## src/rtl/pipe_mem_arbiter.sv

```systemverilog
// Shared memory-port arbiter for the IF and MEM pipeline stages: data wins, one access in flight.
// Optional ARB_TIMEOUT_EN aborts a stuck access after TIMEOUT request cycles and sets a sticky bus_err.
module pipe_mem_arbiter #(
  parameter int unsigned AW      = 32,
  parameter int unsigned DW      = 32,
  parameter int unsigned TIMEOUT = 16
) (
  input  logic          clk,
  input  logic          clrn,
  input  logic          if_req,
  input  logic [AW-1:0] if_addr,
  output logic [DW-1:0] if_rdata,
  output logic          if_done,
  output logic          if_stall,
  input  logic          d_req,
  input  logic          d_we,
  input  logic [AW-1:0] d_addr,
  input  logic [DW-1:0] d_wdata,
  output logic [DW-1:0] d_rdata,
  output logic          d_done,
  output logic          d_stall,
  output logic          mem_req,
  output logic          mem_we,
  output logic [AW-1:0] mem_addr,
  output logic [DW-1:0] mem_wdata,
  input  logic [DW-1:0] mem_rdata,
  input  logic          mem_ack,
  output logic          bus_err
);

  localparam logic [1:0] IDLE    = 2'd0;
  localparam logic [1:0] IF_BUSY = 2'd1;
  localparam logic [1:0] D_BUSY  = 2'd2;

  if (TIMEOUT < 2 || TIMEOUT > 255) begin : g_bad_timeout
    $error("pipe_mem_arbiter: TIMEOUT must be in 2..255");
  end

  logic [1:0]    state, state_nxt;
  logic          mem_req_nxt, mem_we_nxt;
  logic [AW-1:0] mem_addr_nxt;
  logic [DW-1:0] mem_wdata_nxt, if_rdata_nxt, d_rdata_nxt;
  logic          if_done_nxt, d_done_nxt;

`ifdef ARB_TIMEOUT_EN
  localparam int unsigned CW = 8;
  localparam logic [CW-1:0] CNT_LIM = CW'(TIMEOUT - 1);
  logic [CW-1:0] cnt, cnt_nxt;
  logic          bus_err_nxt;
  logic          expired;
  // The TIMEOUT-th request cycle without an ack ends the access
  assign expired = (cnt == CNT_LIM) && !mem_ack;
`else
  assign bus_err = 1'b0;
`endif

  assign if_stall = if_req & ~if_done;
  assign d_stall  = d_req & ~d_done;

  // State register and all registered outputs
  always_ff @(posedge clk) begin
    if (clrn) begin
      state     <= IDLE;
      mem_req   <= 1'b0;
      mem_we    <= 1'b0;
      mem_addr  <= '0;
      mem_wdata <= '0;
      if_rdata  <= '0;
      d_rdata   <= '0;
      if_done   <= 1'b0;
      d_done    <= 1'b0;
`ifdef ARB_TIMEOUT_EN
      cnt       <= '0;
      bus_err   <= 1'b0;
`endif
    end else begin
      state     <= state_nxt;
      mem_req   <= mem_req_nxt;
      mem_we    <= mem_we_nxt;
      mem_addr  <= mem_addr_nxt;
      mem_wdata <= mem_wdata_nxt;
      if_rdata  <= if_rdata_nxt;
      d_rdata   <= d_rdata_nxt;
      if_done   <= if_done_nxt;
      d_done    <= d_done_nxt;
`ifdef ARB_TIMEOUT_EN
      cnt       <= cnt_nxt;
      bus_err   <= bus_err_nxt;
`endif
    end
  end

  // Next-state and output logic; a requester whose done is high is not re-granted
  always_comb begin
    state_nxt     = state;
    mem_req_nxt   = mem_req;
    mem_we_nxt    = mem_we;
    mem_addr_nxt  = mem_addr;
    mem_wdata_nxt = mem_wdata;
    if_rdata_nxt  = if_rdata;
    d_rdata_nxt   = d_rdata;
    if_done_nxt   = 1'b0;
    d_done_nxt    = 1'b0;
`ifdef ARB_TIMEOUT_EN
    cnt_nxt       = cnt;
    bus_err_nxt   = bus_err;
`endif
    case (state)
      IDLE: begin
        if (d_req && !d_done) begin
          state_nxt     = D_BUSY;
          mem_req_nxt   = 1'b1;
          mem_we_nxt    = d_we;
          mem_addr_nxt  = d_addr;
          mem_wdata_nxt = d_wdata;
`ifdef ARB_TIMEOUT_EN
          cnt_nxt       = '0;
`endif
        end else if (if_req && !if_done) begin
          state_nxt     = IF_BUSY;
          mem_req_nxt   = 1'b1;
          mem_we_nxt    = 1'b0;
          mem_addr_nxt  = if_addr;
          mem_wdata_nxt = '0;
`ifdef ARB_TIMEOUT_EN
          cnt_nxt       = '0;
`endif
        end
      end
      IF_BUSY: begin
        if (mem_ack) begin
          state_nxt    = IDLE;
          mem_req_nxt  = 1'b0;
          if_rdata_nxt = mem_rdata;
          if_done_nxt  = 1'b1;
`ifdef ARB_TIMEOUT_EN
        end else if (expired) begin
          state_nxt    = IDLE;
          mem_req_nxt  = 1'b0;
          if_rdata_nxt = '0;
          if_done_nxt  = 1'b1;
          bus_err_nxt  = 1'b1;
        end else begin
          cnt_nxt      = cnt + CW'(1);
`endif
        end
      end
      D_BUSY: begin
        if (mem_ack) begin
          state_nxt   = IDLE;
          mem_req_nxt = 1'b0;
          mem_we_nxt  = 1'b0;
          if (!mem_we) d_rdata_nxt = mem_rdata;
          d_done_nxt  = 1'b1;
`ifdef ARB_TIMEOUT_EN
        end else if (expired) begin
          state_nxt   = IDLE;
          mem_req_nxt = 1'b0;
          mem_we_nxt  = 1'b0;
          d_rdata_nxt = '0;
          d_done_nxt  = 1'b1;
          bus_err_nxt = 1'b1;
        end else begin
          cnt_nxt     = cnt + CW'(1);
`endif
        end
      end
      default: begin
        state_nxt   = IDLE;
        mem_req_nxt = 1'b0;
        mem_we_nxt  = 1'b0;
      end
    endcase
  end

endmodule

```

## config.mk

```make
export PLATFORM = sky130hd
export DESIGN_NAME = pipe_mem_arbiter
export DESIGN_NICKNAME = d
export VERILOG_FILES = /design/src/rtl/pipe_mem_arbiter.sv
export SDC_FILE = /design/constraint.sdc
export NUM_CORES = 1
export LEC_CHECK = 0
export ABC_AREA = 0
export BUFFER_PORTS_ARGS = -buffer_cell sky130_fd_sc_hd__buf_2
export CAP_MARGIN = 40
export CELL_PAD_IN_SITES_DETAIL_PLACEMENT = 1
export CELL_PAD_IN_SITES_GLOBAL_PLACEMENT = 1
export CORE_AREA = 2 2 129 131
export CTS_CLUSTER_DIAMETER = 100
export DETAILED_ROUTE_END_ITERATION = 8
export DIE_AREA = 0 0 131 133
export PLACE_DENSITY = 0.89
export SLEW_MARGIN = 5
export SYNTH_ARGS = -nofsm -noshare
export SYNTH_HDL_FRONTEND = slang
export SYNTH_SLANG_ARGS = --single-unit
```

## constraint.sdc

```tcl
create_clock -name clk -period 2.35 [get_ports clk]
set_clock_uncertainty 0.1 [all_clocks]
set_input_delay 0 -clock clk [delete_from_list [all_inputs] [get_ports clk]]
set_output_delay 0 -clock clk [all_outputs]
set_load 0.01 [all_outputs]
```

Word level (Yosys, flattened, before mapping)
Cells that the tools add are included.

Register bits after elaboration: 134. Word-level logic and storage cells: 51.

Eq/ne operators: 5. Mux-type cells: 16. Bitwise operators: 7. Reduce and logical (&&, ||, !) cells: 14.

Operator list (number): 32-bit 2-to-1 mux (4); 1-bit 2-to-1 mux (6); 2-bit 2-to-1 mux (3); 2-bit AND reduction (3); 3-bit AND reduction (2); 2-bit OR reduction (3); 1-bit NOT (5); 2-bit one-hot mux with 2 select lines (1); 3-bit != test, second input constant (1); 1-bit one-hot mux with 3 select lines (1); 1-bit bitwise AND (2); 2-bit by 1-bit == test with 1-bit output, second input constant (1); 2-bit == test, second input constant (1); 1-bit logical AND (2); 1-bit zero test (2); 2-bit zero test (1); 2-bit by 1-bit != test with 1-bit output, second input constant (1); 2-bit != test, second input constant (1); 1-bit one-hot mux with 2 select lines (1); 2-bit nonzero test (1).

Logic depth before layout (Yosys ltp)
Depth after elaboration: 5. Depth in mapped cells: 7.

Worst setup path after synthesis
No wires, ideal clock.

Path kind: reg-to-reg. Start point: register state[1]. End point: register mem_wdata[10]. Library setup time: 0.117 ns. Arrival: 1.422 ns. Data required time: 2.133 ns. Path slack: 0.710 ns. Stages on the path, launching flop included: 8. Buffers on the path: 2. Period minus slack after synthesis: 1.640 ns. Cells stage by stage: dfxtp_1 -> inv_1 -> ha_1 -> and2b_1 -> and2_4 -> buf_6 -> buf_6 -> a32o_1.

Cells in the longest elaborated chain, start to end: 2.

Ends and longest elaborated chain: start, declared (line 39) `logic [1:0] state, state_nxt;`; start signal, assigned (line 77) `state <= state_nxt;`; 2-bit zero test (line 108) `case (state)`; 2-bit AND reduction (no line); end signal, assigned (line 81) `mem_wdata <= mem_wdata_nxt;`; end, declared (line 25) `output logic [DW-1:0] mem_wdata,`.

No other way between the ends. A chain may end at the register's enable or synchronous reset.

Worst setup path after layout
Start point: register d_done. End point: register mem_addr[4].

Cells in the longest elaborated chain, start to end: 4. Elaborated cells on any way between the ends: 5. Classes of those cells: mux: 1; reduce/logical: 4.

Ends and longest elaborated chain: start, declared (line 20) `output logic d_done,`; start signal, assigned (line 85) `d_done <= d_done_nxt;`; 1-bit zero test * (line 110) `if (d_req && !d_done) begin`; 1-bit logical AND * (line 110); 2-bit nonzero test (no line); 2-bit AND reduction (no line); end signal, assigned (line 80) `mem_addr <= mem_addr_nxt;`; end, declared (line 24) `output logic [AW-1:0] mem_addr,`.

Mark *: on every way between the ends. The rest lies on a longest branch, timed or not.

==> flow_summary.yaml <==
outcome:
  outcome: "finished, final reports clean"
drt:
  drt_iter0_markers: 235
  drcViolationCount: 0
  viasPerCell: 4.96
  wl_per_cell_um: 18.8
  detail_route.wirelength_um: 21800
  vias: 5733
  drtPass1Iterations: 4
  ant_nets: 0
job:
  max-cap-violations: 0
place:
  final_gp_congestion: 0.719
  port-buffer-count: 267
  detailed_place_hpwl_um: 11900
critical_path:
  critPathMaxFanout: 32
  criticalPathCategory: "reg2reg"
  critical_path_required_ns: 2.52
  worstSetupEndpointType: "flop"
  timing.critical_path.from_type: "flop"
  cp_data_arrival_time_ns: 2.35
synthesis:
  dominant_cells_by_area_after_synthesis: "sky130_fd_sc_hd__dfxtp_1, sky130_fd_sc_hd__nand2_1, sky130_fd_sc_hd__a21oi_1"
  synth.cell_area_um2: 5030
  netlist_instances: 538
  synth-seq-area-share_pct: 53.3
  ys_dominant_reg_cell: "sky130_fd_sc_hd__dfxtp_1"
  synthesis.area_per_instance_um2: 9.36
  synth-edff-count: 0
  synth.lib_cells_used.distinct: 32
  synthesis_stage_register_bit_count: 134
  yosysTopAreaCell: "sky130_fd_sc_hd__dfxtp_1"
  synth.net_count: 675
  synth-async-reset-ratio_pct: 0
  yosys_warnings: 0
  post-synth-top-area-fraction_pct: 53.3
pwr:
  power.ir.vdd_worst_uv: 515
  power_density_nw_per_um2: 760
  total_power_mw: 6.37
  power.static_leakage_nw: 3.84
clock_tree:
  clk_pin_slew_worst_paths_ns: 0.06
  cts.sink_count: 134
  tritoncts.num_buffers: 17
  number_of_buffers_on_the_longest_clock_path: 2
  clock_insertion_delay_worst_skew_ns: 0.41
  cts.repair_timing.setup_buffer_count: 0
  htreeDepth: 4
  clockRootBuffer: "sky130_fd_sc_hd__clkbuf_16"
  cts_tree: "built"
die:
  core.rowCount: 47
  die_h_um: 133
  initial_core_util_pct: 31.1
  pin_count: 269
  core_area_um2: 16200
  die_width_um: 131
  die-area_um2: 17400
global_route:
  globalRouteTotalUtil_pct: 25.0
  grt_pass1_wl_um: 33200
  grt_start_max_net_pins: 56
  grt_antenna_before_repair: 2
  first_global_vias: 6398
  globalRoute.totalOverflow: 0
cells_and_area:
  fraction_of_final_layout_cells_with_drive_strength_greater_than_1_pct: 34.0
  areaGrowthSynthToFinish_pct: 66.7
  fillerInstances: 1923
  final_nets: 1058
  most_used_cells_in_the_layout_excluding_fill_and_tap_cells: "sky130_fd_sc_hd__buf_2, sky130_fd_sc_hd__dfxtp_1, sky130_fd_sc_hd__dlygate4sd3_1"
  final_common_cell: "sky130_fd_sc_hd__buf_2"
timing:
  final-setup-viol-count: 0
  slew-limit-headroom_pct: 59.1
  fin_tns_setup_ns: 0
  fin_crit_sh_pct: 92.8
  period_minus_slack_ns: 2.18
  rsz0062_at_grt: "no"
  maxSlewViolCount: 0
  tightestPinTransition_ns: 0.614
  finalHoldViolCount: 0
  fmax_achieved_ghz: 0.458
hold_path:
  hp-class: "in2reg"
timing repair:
| item | CTS | global route |
|---|---|---|
| gates resized for setup | 0 | 1 |
| endpoints found under the hold margin | 132 | 0 |
| hold buffers | 132 | 0 |
| endpoints found under the setup margin | 0 | 2 |
layer usage:
metal  up-vias  routed length (um)  share of wire [%]  track usage (%)
met5         -                   0                  0                0
met1      2736                7490                 34             23.2
met2       262               11600                 53             46.2
met3        98                1320                6.1             7.16
met4         0                1370                6.3             17.1
li1       2637                   -                  -                -
report_power, final:
part | leakage [nW] | switching [mW] | internal [mW]
combinational | 2.46 | 0.649 | 0.560
sequential | 1.09 | 0.0986 | 2.45
clock | 0.285 | 1.04 | 1.58
total | 3.84 | 1.78 | 4.59
area by class of cell:
cell class / count / area (um2) / area share [%]
Tap cell: 220 / 275 / 3.28
Timing Repair Buffer: 410 / 2750 / 32.7
Multi-Input combinational cell: 321 / 1970 / 23.4
Clock inverter: 13 / 133 / 1.58
Inverter: 37 / 141 / 1.69
Clock buffer: 18 / 439 / 5.23
Antenna cell: 2 / 5.00 / 0.0597
Sequential cell: 134 / 2680 / 32.0
registers in the layout, summed over array words and instances, names as in the netlist, 2 cells and up:
| name | cells |
|---|---|
| d_rdata | 32 |
| if_rdata | 32 |
| mem_addr | 32 |
| mem_wdata | 32 |
| state | 2 |
path summary, 6_finish.rpt:
| path | depth (start not counted) | end | slack (ns) | startpoint |
|---|---|---|---|---|
| setup / recovery | 5 | mem_addr[4] | 0.17 | d_done |
| hold / removal | 3 | mem_wdata[25] | 0.12 | clrn |
| setup reg to reg | 5 | mem_addr[4] | 0.17 | d_done |
| hold reg to reg | 2 | if_rdata[13] | 0.35 | if_rdata[13] |
logic make-up after synthesis:
family	after synthesis	synth area share [%]
fa+ha+maj	3	0.746
buf+inv	83	7.76
compound gates	138	19.8
other cells	1	0.0745
mux	32	6.36
simple gates	147	11.9
flops	134	53.3
synthesized netlist by cell type, types with 2 or more instances:
library cell               instances
sky130_fd_sc_hd__nand2b_1          2
sky130_fd_sc_hd__dfxtp_1         134
sky130_fd_sc_hd__nor2_1            2
sky130_fd_sc_hd__a32o_1           33
sky130_fd_sc_hd__mux2i_1          32
sky130_fd_sc_hd__buf_4             4
sky130_fd_sc_hd__nand2_1         130
sky130_fd_sc_hd__buf_2            19
sky130_fd_sc_hd__o32ai_1          32
sky130_fd_sc_hd__nor2b_1           3
sky130_fd_sc_hd__ha_1              3
sky130_fd_sc_hd__nand3_1           2
sky130_fd_sc_hd__buf_6             5
sky130_fd_sc_hd__o21ai_2           2
sky130_fd_sc_hd__clkbuf_1         18
sky130_fd_sc_hd__inv_1            35
sky130_fd_sc_hd__a21oi_1          67
stage by stage:
| step | instance area [um2] | utilization, % | hold WS [ns] | std cells | worst slack, ns |
|---|---|---|---|---|---|
| 2_1_floorplan | 5030 | - | 0.0258 | 538 | 0.710 |
| 3_3_place_gp | 6490 | 40.1 | 0.110 | 990 | 0.684 |
| 3_5_place_dp | 6490 | 40.1 | 0.116 | 990 | 0.580 |
| 4_1_cts | 8380 | 51.8 | 0.0919 | 1153 | 0.147 |
| 5_1_grt | 8390 | 51.9 | 0.121 | 1155 | 0.101 |
| 6_report | 8390 | 51.9 | 0.116 | 1155 | 0.169 |
worst max-delay path, cell delays in order (launching register included):
cell	delay, ns
sky130_fd_sc_hd__dfxtp_1	0.32
sky130_fd_sc_hd__nand2b_2	0.22
sky130_fd_sc_hd__buf_6	0.39
sky130_fd_sc_hd__mux2i_1	0.30
sky130_fd_sc_hd__dlygate4sd3_1	0.61
sky130_fd_sc_hd__o32ai_1	0.08
No activity file was read; power rests on OpenSTA's default activity.
